[src/rtl/btn_pkg.sv]
// Shared types and width helpers for the push-button conditioner.
package btn_pkg;

  typedef enum logic [1:0] {
    ST_RELEASED = 2'd0,
    ST_PRESSED  = 2'd1,
    ST_LONG     = 2'd2
  } btn_state_e;

  function automatic int cnt_width(input int stable_cnt);
    return $clog2(stable_cnt);
  endfunction

  function automatic int hold_width(input int long_cnt);
    return $clog2(long_cnt + 1);
  endfunction

endpackage

[src/rtl/debounce_channel.sv]
// One button channel: 2-FF synchronizer, stability counter and hold FSM
// producing a debounced level plus press, release and long-press pulses.
module debounce_channel
  import btn_pkg::*;
#(
  parameter int STABLE_CNT = 2000,
  parameter int LONG_CNT   = 50000,
  parameter int ACTIVE_LOW = 1
) (
  input  logic clk,
  input  logic nRst,
  input  logic tick,
  input  logic button_in,
  output logic db_out,
  output logic press_pulse,
  output logic rel_pulse,
  output logic long_pulse
);

  localparam int CNT_W  = cnt_width(STABLE_CNT);
  localparam int HOLD_W = hold_width(LONG_CNT);
  localparam logic [CNT_W-1:0]  CNT_MAX   = CNT_W'(STABLE_CNT - 1);
  localparam logic [HOLD_W-1:0] HOLD_LAST = HOLD_W'(LONG_CNT - 1);
  localparam logic [HOLD_W-1:0] HOLD_SAT  = HOLD_W'(LONG_CNT);
  localparam logic              ACT_LOW   = (ACTIVE_LOW != 0);

  logic [1:0]        sync_q;
  logic [CNT_W-1:0]  cnt_q, cnt_d;
  logic              db_q, db_d;
  logic [HOLD_W-1:0] hold_q;
  btn_state_e        state_q;
  logic              press_q, rel_q, long_q;
  logic              lvl;
  logic              acc_press, acc_rel;

  assign lvl = sync_q[1] ^ ACT_LOW;

  // NOTE: always_comb assigns every output a default first, so no latch can form.
  always_comb begin
    cnt_d     = cnt_q;
    db_d      = db_q;
    acc_press = 1'b0;
    acc_rel   = 1'b0;
    if (lvl == db_q) begin
      cnt_d = '0;
    end else if (tick) begin
      if (cnt_q == CNT_MAX) begin
        cnt_d     = '0;
        db_d      = lvl;
        acc_press = lvl;
        acc_rel   = ~lvl;
      end else begin
        cnt_d = cnt_q + 1'b1;
      end
    end
  end

  // NOTE: sequential state uses non-blocking assignments only, so every
  // register samples the pre-edge values regardless of statement order.
  always_ff @(posedge clk) begin
    if (!nRst) begin
      sync_q  <= {2{ACT_LOW}};
      cnt_q   <= '0;
      db_q    <= 1'b0;
      hold_q  <= '0;
      state_q <= ST_RELEASED;
      press_q <= 1'b0;
      rel_q   <= 1'b0;
      long_q  <= 1'b0;
    end else begin
      sync_q  <= {sync_q[0], button_in};
      cnt_q   <= cnt_d;
      db_q    <= db_d;
      press_q <= acc_press;
      rel_q   <= acc_rel;
      long_q  <= 1'b0;
      case (state_q)
        ST_RELEASED: begin
          hold_q <= '0;
          if (acc_press) state_q <= ST_PRESSED;
        end
        ST_PRESSED: begin
          if (acc_rel) begin
            state_q <= ST_RELEASED;
            hold_q  <= '0;
          end else if (tick) begin
            if (hold_q == HOLD_LAST) begin
              hold_q  <= HOLD_SAT;
              long_q  <= 1'b1;
              state_q <= ST_LONG;
            end else begin
              hold_q <= hold_q + 1'b1;
            end
          end
        end
        ST_LONG: begin
          // Counter stays saturated; only a release rearms the long pulse.
          if (acc_rel) begin
            state_q <= ST_RELEASED;
            hold_q  <= '0;
          end
        end
        default: begin
          state_q <= ST_RELEASED;
          hold_q  <= '0;
        end
      endcase
    end
  end

  assign db_out      = db_q;
  assign press_pulse = press_q;
  assign rel_pulse   = rel_q;
  assign long_pulse  = long_q;

endmodule

[src/rtl/multi_button_debounce.sv]
// N-channel button conditioner; one shared tick strobe sets the debounce and
// long-press timing of every channel.
module multi_button_debounce
  import btn_pkg::*;
#(
  parameter int CH         = 4,
  parameter int STABLE_CNT = 2000,
  parameter int LONG_CNT   = 50000,
  parameter int ACTIVE_LOW = 1
) (
  input  logic          clk,
  input  logic          nRst,
  input  logic          tick,
  input  logic [CH-1:0] button_in,
  output logic [CH-1:0] db_out,
  output logic [CH-1:0] press_pulse,
  output logic [CH-1:0] rel_pulse,
  output logic [CH-1:0] long_pulse
);

  for (genvar g = 0; g < CH; g++) begin : g_ch
    debounce_channel #(
      .STABLE_CNT (STABLE_CNT),
      .LONG_CNT   (LONG_CNT),
      .ACTIVE_LOW (ACTIVE_LOW)
    ) u_ch (
      .clk         (clk),
      .nRst        (nRst),
      .tick        (tick),
      .button_in   (button_in[g]),
      .db_out      (db_out[g]),
      .press_pulse (press_pulse[g]),
      .rel_pulse   (rel_pulse[g]),
      .long_pulse  (long_pulse[g])
    );
  end

endmodule

[config.mk]
export PLATFORM = sky130hd
export DESIGN_NAME = multi_button_debounce
export DESIGN_NICKNAME = d
export VERILOG_FILES = /design/src/rtl/btn_pkg.sv /design/src/rtl/debounce_channel.sv /design/src/rtl/multi_button_debounce.sv
export SDC_FILE = /design/constraint.sdc
export NUM_CORES = 1
export LEC_CHECK = 0
export ABC_AREA = 1
export ABC_CLOCK_PERIOD_IN_PS = 2200
export BUFFER_PORTS_ARGS = -buffer_cell sky130_fd_sc_hd__buf_2
export CAP_MARGIN = 10
export CORE_ASPECT_RATIO = 1.75
export CORE_MARGIN = 1.5
export CORE_UTILIZATION = 41
export CTS_CLUSTER_SIZE = 40
export DETAILED_ROUTE_END_ITERATION = 10
export GPL_TIMING_DRIVEN = 0
export SLEW_MARGIN = 0
export SYNTH_ARGS = -nofsm -noshare
export SYNTH_HDL_FRONTEND = slang
export SYNTH_SLANG_ARGS = --single-unit
[constraint.sdc]
create_clock -name clk -period 2.2 [get_ports clk]
set_input_delay 0.11 -clock clk [delete_from_list [all_inputs] [get_ports clk]]
set_output_delay 0.11 -clock clk [all_outputs]
set_load 0.02 [all_outputs]
==> impl_metrics.json, run 1 <==
{
  "drv_cap": 0,
  "ys_warn_count": 0,
  "combPwrFrac": 0.089,
  "drc": 0,
  "rrSetupSlack_ns": 0.34,
  "critPathLaunchType": "flip-flop",
  "synth_edf_count": 0,
  "swShare": 0.278,
  "drv_slew": 0,
  "min_period_ns": 1.86,
  "cts.sinks": 140,
  "p_leak_uw": 0.00331,
  "postCtsSetupBuffers": 0,
  "skew_ns": 0.00771,
  "tightest_slew_ns": 0.789,
  "drt-initial-drc-count": 224,
  "start_util": 0.418,
  "routed_wl_mm": 17.3,
  "cp_max_fo": 6,
  "crit_path_max_incr_delay_ns": 0.37,
  "grt_pass1_vias": 6368,
  "p_int_uw": 4220,
  "async_reset_ff_frac": 0,
  "crit_arrival_ns": 2.17,
  "track_usage": 0.199,
  "area_growth_syn_to_layout_pct": 13.5,
  "dieArea_sq_um": 18600,
  "syn_area_sq_um": 7290,
  "core_area_sq_um": 17500,
  "nets": 1089,
  "switching_power_uw": 1620,
  "mostFrequentLayoutCells": "nand2_1, nor2_1, dfxtp_1",
  "crit_chain": "ha_1 -> nand3_1 -> nor2_1 -> nand4_1 -> nand3_1 -> nand2_1 -> nand2_1 -> nor2_1",
  "antenna_found_initial": 0,
  "fin_tns_setup_ns": 0,
  "grt_max_degree": 17,
  "use_met1": 0.189,
  "place_hpwl_mm": 13.1,
  "yosysTopAreaCell": "dfxtp_1",
  "avgSynthCellArea_sq_um": 7.07,
  "postSynthCellCount": 1031,
  "cts_tree": "built",
  "ys_ff_latch": 140,
  "whs_ns": 0.0720,
  "vias_per_cell": 4.92,
  "chipHeight_um": 179,
  "ys_types": 47,
  "gp_congestion": 0.910,
  "busiest_layer": "met2",
  "clk_path_buf_depth": 2,
  "hold_path_end": "g_ch[1].u_ch.cnt_q[2]",
  "relSlewSlack": 0.474,
  "clk_pin_slew_ns": 0.06,
  "r2r-start": "g_ch[1].u_ch.hold_q[0]",
  "crit_required_ns": 2.51,
  "grt_pass1_wl_mm": 29.3,
  "rows": 64,
  "grt_util_met2": 0.404,
  "htree_levels": 4,
  "ios": 23,
  "ir_drop_mv": 0.389,
  "post-route-period-util": 0.847,
  "pwr-share-clk": 0.466,
  "min_path_cells": 3,
  "setup_viol": 0,
  "cts-buffers-inserted": 17,
  "layout-drive-gt1-share": 0.137,
  "fmax_ghz": 0.537,
  "grt_setup_unrepaired": "false",
  "worst-setup-path-type": "reg -> reg",
  "power.density_nw_per_um2": 706,
  "io_buffers": 20,
  "seq_area_frac_synth": 0.385,
  "clock_latency_ns": 0.43,
  "grt_overflow": 0,
  "drt-pass1-iter-count": 5,
  "seqPwrFrac": 0.444,
  "syn-num-nets": 1046,
  "synth.top_cells.by_area": "dfxtp_1, nand2_1, nor2_1",
  "cp-end-kind": "flip-flop",
  "reg2reg_to": "g_ch[1].u_ch.hold_q[13]",
  "wl_per_cell_um": 13.2,
  "postRouteAntennaNets": 0,
  "r2r_cells": 8,
  "finalHoldViolations": 0,
  "die_w_um": 104,
  "clockRootBuffer": "clkbuf_16",
  "min_path_type": "in -> reg",
  "cp_slowest_cell": "dfxtp_1",
  "synth_top_flop_cell": "dfxtp_1",
  "vias": 6483,
  "mostFrequentLayoutCell": "nand2_1",
  "worstHoldStart": "nRst",
  "diodes": 0,
  "status": "complete, no violations",
  "synth_top_area_frac": 0.385,
  "use_met3": 0.0412
}
layer usage:
layer  vias up  part of all wire  wire (um)
li1       3378                 -          -
met1      2954              0.39       6720
met2       110              0.55       9610
met3        41             0.030        513
met4         0             0.029        499
met5         -                 0          0
power by group through the flow:
| stage | Combinational, uW | Sequential, uW | Clock [uW] |
|---|---|---|---|
| finish | 520 | 2600 | 2720 |
| global route | 585 | 2600 | 2880 |
| CTS | 524 | 2600 | 2770 |
| detailed placement | 517 | 2650 | 0 |
| global placement | 516 | 2650 | 0 |
| floorplan | 379 | 2650 | 0 |
what timing repair did:
item / in CTS / in global routing
hold buffers: 4 / 0
resized for setup: 0 / 0
hold endpoints to repair: 4 / 0
critical path, delay by kind of cell (launching register included):
kind | cells | cell delay [ns]
flip-flops | 1 | 0.37
AND/OR/NAND/NOR | 7 | 1.16
adder cells (fa/ha/maj) | 1 | 0.21
kinds of logic (layout without fill, tap and decap cells):
family                   Yosys count  count (layout)  synth area share
AO/OA/AOI/OAI                    104             104            0.0838
XOR/XNOR                          31              31            0.0373
adder cells (fa/ha/maj)            8               8            0.0137
buffers and inverters            166             222             0.105
flip-flops                       140             140             0.385
AND/OR/NAND/NOR                  582             582             0.376
state kept, by name (all words and copies together) (netlist names):
signal and flops:
g_ch.u_ch.rel_pulse 4, g_ch.u_ch.long_pulse 4, g_ch.u_ch.state_q 8, g_ch.u_ch.press_pulse 4, g_ch.u_ch.hold_q 64, g_ch.u_ch.db_out 4, g_ch.u_ch.sync_q 8, g_ch.u_ch.cnt_q 44
through the flow:
stage	power [uW]	cell area [sq um]	util	instances	setup WS, ns
floorplan	3020	7290	-	1031	0.658
global placement	3170	7680	0.440	1282	0.301
detailed placement	3170	7680	0.440	1282	0.315
CTS	5890	8270	0.474	1318	0.305
global route	6060	8270	0.474	1318	0.123
finish	5840	8270	0.474	1318	0.337
synthesized netlist by cell type, types with 6 or more instances:
cell and instances:
a21oi_1 53, buf_4 19, o21ai_0 25, nor2_2 12
ha_1 8, xor2_1 19, nand4_1 23, nor2_1 153
nand3_1 76, o21ai_1 6, nand2_2 10, inv_1 129
dfxtp_1 140, xnor2_1 12, nor3_1 28, or2_2 13
nor3_2 7, clkbuf_1 6, nand2_1 225
worst max-delay path by stage:
stage,from,endpoint,depth (start not counted)
after detailed placement,nRst,g_ch[2].u_ch.rel_pulse,5
after floorplan,g_ch[1].u_ch.cnt_q[0],g_ch[1].u_ch.hold_q[7],9
final,g_ch[1].u_ch.hold_q[0],g_ch[1].u_ch.hold_q[13],8
after global routing,g_ch[1].u_ch.hold_q[0],g_ch[1].u_ch.hold_q[5],8
after global placement,nRst,g_ch[2].u_ch.rel_pulse,5
after CTS,g_ch[1].u_ch.hold_q[0],g_ch[1].u_ch.hold_q[13],8
layout make-up:
class	instances	area, sq um
inverter	131	492
multi-input combinational	725	3720
fill	1857	9190
buffer	35	270
tap	231	289
timing repair buffer	24	140
clock inverter	15	128
clock buffer	17	425
sequential	140	2800
Note: power is estimated with default switching activity, not from simulation.
==> run 2, diff against run 1 <==
--- a/config.mk
+++ b/config.mk
@@ -6,7 +6,7 @@
 export NUM_CORES = 1
 export LEC_CHECK = 0
 export ABC_AREA = 1
-export ABC_CLOCK_PERIOD_IN_PS = 2200
+export ABC_CLOCK_PERIOD_IN_PS = 1740
 export BUFFER_PORTS_ARGS = -buffer_cell sky130_fd_sc_hd__buf_2
 export CAP_MARGIN = 10
 export CORE_ASPECT_RATIO = 1.75
==> constraint.sdc (replaced) <==
create_clock -name clk -period 1.74 [get_ports clk]
set_input_delay 0.087 -clock clk [delete_from_list [all_inputs] [get_ports clk]]
set_output_delay 0.087 -clock clk [all_outputs]
set_load 0.02 [all_outputs]
==> impl_metrics.json, run 2 (same netlist as run 1, synthesis figures left out) <==
{
  "clock_latency_ns": 0.44,
  "setup_viol": 0,
  "grt_max_degree": 17,
  "mostFrequentLayoutCell": "nand2_1",
  "ios": 23,
  "post-route-period-util": 0.967,
  "gp_congestion": 0.910,
  "drc": 0,
  "crit_arrival_ns": 2.01,
  "largest_reg_flops": 64,
  "htree_levels": 4,
  "grt_pass1_vias": 6545,
  "drt-initial-drc-count": 253,
  "worst-setup-path-type": "reg -> reg",
  "die_w_um": 104,
  "cts-buffers-inserted": 17,
  "rows": 64,
  "core_area_sq_um": 17500,
  "crit_path_max_incr_delay_ns": 0.36,
  "rrSetupSlack_ns": 0.06,
  "cts.sinks": 140,
  "top_regs": "g_ch.u_ch.hold_q (64), g_ch.u_ch.cnt_q (44)",
  "grt_pass1_wl_mm": 30.1,
  "cp_max_fo": 10,
  "grt_overflow": 0,
  "tightest_slew_ns": 0.785,
  "min_period_ns": 1.68,
  "area_growth_syn_to_layout_pct": 22.5,
  "cp_num_buf_inv": 2,
  "clk_pin_slew_ns": 0.07,
  "placed_area_sq_um": 7680,
  "crit_chain": "ha_4 -> inv_2 -> nor3_4 -> nand4_4 -> a21oi_4 -> buf_6 -> nand3_2 -> nand3_1 -> nor2_1",
  "clockRootBuffer": "clkbuf_16",
  "mostFrequentLayoutCells": "nand2_1, nor2_1, dfxtp_1",
  "layout-drive-gt1-share": 0.224,
  "grt_setup_unrepaired": "true",
  "cp_slowest_cell": "dfxtp_2",
  "clk_path_buf_depth": 2,
  "top_register": "g_ch.u_ch.hold_q",
  "power.density_nw_per_um2": 848,
  "diodes": 0,
  "status": "complete, no violations",
  "routed_wl_mm": 18.6,
  "dpl.cell_count": 1282,
  "postRouteAntennaNets": 0,
  "drt-pass1-iter-count": 7,
  "fin_area_sq_um": 8930,
  "cp-end-kind": "flip-flop",
  "track_usage": 0.204,
  "finalWorstSetupSlack_ns": 0.0571,
  "place_hpwl_mm": 13.1,
  "dieArea_sq_um": 18600,
  "antenna_found_initial": 0,
  "relSlewSlack": 0.477,
  "chipHeight_um": 179,
  "cts_tree": "built",
  "drv_cap": 0,
  "postLayoutCoreUtil": 0.512,
  "nets": 1114,
  "vias_per_cell": 4.98,
  "wl_per_cell_um": 13.9,
  "instances_no_fill": 1343,
  "cp_top_family": "simple AND/OR/NAND/NOR gates",
  "ir_drop_mv": 0.469,
  "io_buffers": 20,
  "p_leak_uw": 0.00347,
  "critPathLaunchType": "flip-flop",
  "crit_required_ns": 2.07,
  "min_path_type": "in -> reg",
  "skew_ns": 0.00786,
  "fmax_ghz": 0.594,
  "start_util": 0.418,
  "fin_tns_setup_ns": 0,
  "finalHoldViolations": 0,
  "drv_slew": 0,
  "dp_slack_ns": -0.126,
  "vias": 6689
}
## run 2: cell types whose count changed in the layout (fill, tap and decap cells not counted), moves of 9 or more
cell     change
nand3_1     -16
buf_4       +15
nand2_1     -15
nand3_2     +13
nor2_1      -13
dfxtp_1     -12
dfxtp_2      +9
## run 2: worst paths after layout
path,start,endpoint,cells after the start
setup / recovery,g_ch[2].u_ch.cnt_q[0],g_ch[2].u_ch.hold_q[13],9
hold / removal,nRst,g_ch[1].u_ch.cnt_q[2],3
setup reg to reg,g_ch[2].u_ch.cnt_q[0],g_ch[2].u_ch.hold_q[13],9
hold reg to reg,g_ch[0].u_ch.sync_q[0],g_ch[0].u_ch.sync_q[1],1
## run 2: worst reg2reg max path: stages, from the launching register on
cell	delay, ns
dfxtp_2	0.36
ha_4	0.15
inv_2	0.04
nor3_4	0.22
nand4_4	0.20
a21oi_4	0.23
buf_6	0.18
nand3_2	0.07
nand3_1	0.07
nor2_1	0.06
## run 2: power by group
| part | total [uW] | internal [uW] | leakage, uW | switching [uW] |
|---|---|---|---|---|
| clock network | 3450 | 1870 | 0.000263 | 1590 |
| logic | 846 | 320 | 0.00207 | 526 |
| registers | 3280 | 3240 | 0.00114 | 35.2 |
## run 2: cell type report
cell class / instances / area [sq um]
Buffer: 35 / 280
Clock buffer: 17 / 425
Clock inverter: 15 / 128
Fill cell: 1787 / 8530
Inverter: 131 / 494
Multi-Input combinational cell: 726 / 4130
Sequential cell: 140 / 2830
Tap cell: 231 / 289
Timing Repair Buffer: 48 / 362
## run 2: what timing repair did
item                                   in CTS  in global routing
gates cloned                                2                  3
endpoints found under the hold margin       4                  0
setup endpoints to repair                  43                 84
pin swaps                                  14                 27
hold buffers                                4                  0
setup buffers                              12                 10
gates resized for setup                    36                 90
## run 2: routing by layer
metal	vias to the layer above	track usage	share of wire
met3	44	0.0398	0.029
met4	0	0.101	0.029
met5	-	0	0
li1	3426	-	-
met2	120	0.415	0.56
met1	3099	0.193	0.38
## run 2: metrics by stage
| stage | total power [uW] | hold slack [ns] |
|---|---|---|
| after floorplan | 3820 | 0.194 |
| after global placement | 4010 | 0.292 |
| after detailed placement | 4010 | 0.294 |
| after CTS | 7520 | 0.0598 |
| after global routing | 7860 | 0.0790 |
| final | 7580 | 0.0684 |
==> run 3, diff against run 2 <==
--- a/config.mk
+++ b/config.mk
@@ -5,7 +5,6 @@
 export SDC_FILE = /design/constraint.sdc
 export NUM_CORES = 1
 export LEC_CHECK = 0
-export ABC_AREA = 1
 export ABC_CLOCK_PERIOD_IN_PS = 1740
 export BUFFER_PORTS_ARGS = -buffer_cell sky130_fd_sc_hd__buf_2
 export CAP_MARGIN = 10
==> impl_metrics.json, run 3 <==
{
  "cts.sinks": 140,
  "cp_num_buf_inv": 2,
  "clk_pin_slew_ns": 0.06,
  "rows": 61,
  "seq_area_frac_synth": 0.419,
  "ios": 23,
  "crit_chain": "or4b_4 -> nor4_4 -> nor3_2 -> o21ai_4 -> buf_6 -> buf_6 -> nor2_2",
  "tightest_slew_ns": 1.25,
  "r2r_cells": 7,
  "drc": 0,
  "synth_top_area_frac": 0.419,
  "top_register": "g_ch.u_ch.hold_q",
  "dieArea_sq_um": 17100,
  "cp_top_family": "simple AND/OR/NAND/NOR gates",
  "grt_overflow": 0,
  "chipHeight_um": 172,
  "status": "finished with violations",
  "clk_path_buf_depth": 2,
  "grt_setup_unrepaired": "true",
  "p_leak_uw": 0.00335,
  "grt_pass1_wl_mm": 30.7,
  "crit_top_cell": "buf_6",
  "yosysTopAreaCell": "dfxtp_1",
  "fin_tns_setup_ns": -5.64,
  "io_buffers": 22,
  "synth_most_common_cell": "dfxtp_1",
  "skew_ns": 0.00846,
  "layout-drive-gt1-share": 0.355,
  "min_path_cells": 3,
  "cts_tree": "built",
  "track_usage": 0.226,
  "ys_warn_count": 0,
  "routed_wl_mm": 18.7,
  "synthTopCellsByCount": "dfxtp_1, nor2_1, nand2_1, xor2_1",
  "mostFrequentLayoutCell": "nor2_1",
  "crit_arrival_ns": 2.26,
  "whs_ns": 0.187,
  "reg2reg_to": "g_ch[2].u_ch.hold_q[3]",
  "cts-buffers-inserted": 17,
  "top_regs": "g_ch.u_ch.hold_q (64), g_ch.u_ch.cnt_q (44)",
  "die_w_um": 99.6,
  "relSlewSlack": 0.169,
  "wl_per_cell_um": 17.0,
  "post-route-period-util": 1.12,
  "nets": 913,
  "grt_max_degree": 17,
  "ir_drop_mv": 0.674,
  "drv_cap": 0,
  "mostFrequentLayoutCells": "nor2_1, dfxtp_1, buf_4",
  "crit_path_max_incr_delay_ns": 0.57,
  "syn_area_sq_um": 6690,
  "gp_congestion": 0.887,
  "postSynthCellCount": 777,
  "area_growth_syn_to_layout_pct": 38.5,
  "diodes": 0,
  "finalHoldViolations": 0,
  "avgSynthCellArea_sq_um": 8.61,
  "critPathLaunchType": "flip-flop",
  "finalWorstSetupSlack_ns": -0.209,
  "fmax_ghz": 0.513,
  "crit_required_ns": 2.05,
  "htree_levels": 4,
  "r2r-start": "g_ch[2].u_ch.hold_q[11]",
  "drv_slew": 0,
  "min_period_ns": 1.95,
  "cp-end-kind": "flip-flop",
  "syn-num-nets": 792,
  "vias_per_cell": 5.70,
  "clockRootBuffer": "clkbuf_16",
  "nFillCells": 1366,
  "core_area_sq_um": 16000,
  "async_reset_ff_frac": 0,
  "worstHoldStart": "nRst",
  "dp_slack_ns": -0.580,
  "grt_pass1_vias": 6535,
  "worst-setup-path-type": "reg -> reg",
  "synth_top_flop_cell": "dfxtp_1",
  "largest_reg_flops": 64,
  "ys_types": 64,
  "clock_latency_ns": 0.42,
  "place_hpwl_mm": 11.6,
  "vias": 6266,
  "setup_viol": 62,
  "antenna_found_initial": 0,
  "postRouteAntennaNets": 0,
  "ys_ff_latch": 140,
  "power.density_nw_per_um2": 755,
  "hold_path_end": "g_ch[1].u_ch.press_pulse",
  "drt-pass1-iter-count": 5,
  "drt-initial-drc-count": 305,
  "violations": "negative setup slack",
  "synth_edf_count": 0,
  "cp_slowest_cell": "or4b_4",
  "rrSetupSlack_ns": -0.21,
  "min_path_type": "in -> reg",
  "start_util": 0.419,
  "synth.top_cells.by_area": "dfxtp_1, nor2_1, xor2_1",
  "cp_max_fo": 5
}
## run 3: report_power, final
| group | internal, uW | switching (uW) |
|---|---|---|
| combinational | 45.0 | 87.5 |
| sequential | 3210 | 9.71 |
| clock | 2140 | 1500 |
| total | 5390 | 1600 |
## run 3: worst max-delay path by stage
stage,startpoint,to,slack [ns],cells after the start
4_1_cts,g_ch[3].u_ch.cnt_q[5],g_ch[3].u_ch.state_q[1],-0.22,5
6_report,g_ch[2].u_ch.hold_q[11],g_ch[2].u_ch.hold_q[3],-0.21,7
5_1_grt,g_ch[2].u_ch.hold_q[11],g_ch[2].u_ch.hold_q[3],-0.24,7
3_5_place_dp,tick,g_ch[2].u_ch.hold_q[6],-0.58,7
3_3_place_gp,tick,g_ch[2].u_ch.hold_q[6],-0.57,7
2_1_floorplan,g_ch[3].u_ch.cnt_q[3],g_ch[3].u_ch.state_q[1],-0.16,5
## run 3: cell type report
class,instances,area (sq um),share of cell area
buffer,33,256,0.0277
sequential,140,2860,0.309
multi-input combinational,592,4410,0.476
clock buffer,17,425,0.0459
inverter,11,41.3,0.00446
timing repair buffer,103,862,0.0931
clock inverter,15,166,0.0180
tap,189,236,0.0255
## run 3: repair_timing
item,CTS,global route
hold buffers,4,0
setup buffers,57,18
pin swaps,70,53
resized for setup,114,90
endpoints found under the hold margin,4,0
cloned,9,0
endpoints found under the setup margin,121,119
## run 3: worst min-delay path, cell delays in order
cell      delay, ns
buf_2          0.13
clkinv_1       0.22
nor4b_2        0.11
## run 3: cell families after synthesis
| group | synth area share |
|---|---|
| AND/OR/NAND/NOR | 0.306 |
| flip-flops | 0.419 |
| AO/OA/AOI/OAI | 0.114 |
| XOR/XNOR | 0.0982 |
| buffers and inverters | 0.0367 |
| multiplexers | 0.0120 |
| adder cells (fa/ha/maj) | 0.0150 |
## run 3: per-layer routing
metal / track usage / wire length (um) / up-vias
li1: - / - / 2995
met5: 0 / 0 / -
met2: 0.437 / 10400 / 167
met3: 0.0461 / 558 / 64
met4: 0.122 / 807 / 0
met1: 0.220 / 6910 / 3040
## run 3: through the flow
stage	total power (uW)	instances	instance area [sq um]	utilization
floorplan	3350	777	6890	-
global placement	3400	988	7230	0.453
detailed placement	3400	988	7230	0.453
CTS	7040	1088	8830	0.554
global route	7200	1100	9260	0.581
finish	6990	1100	9260	0.581
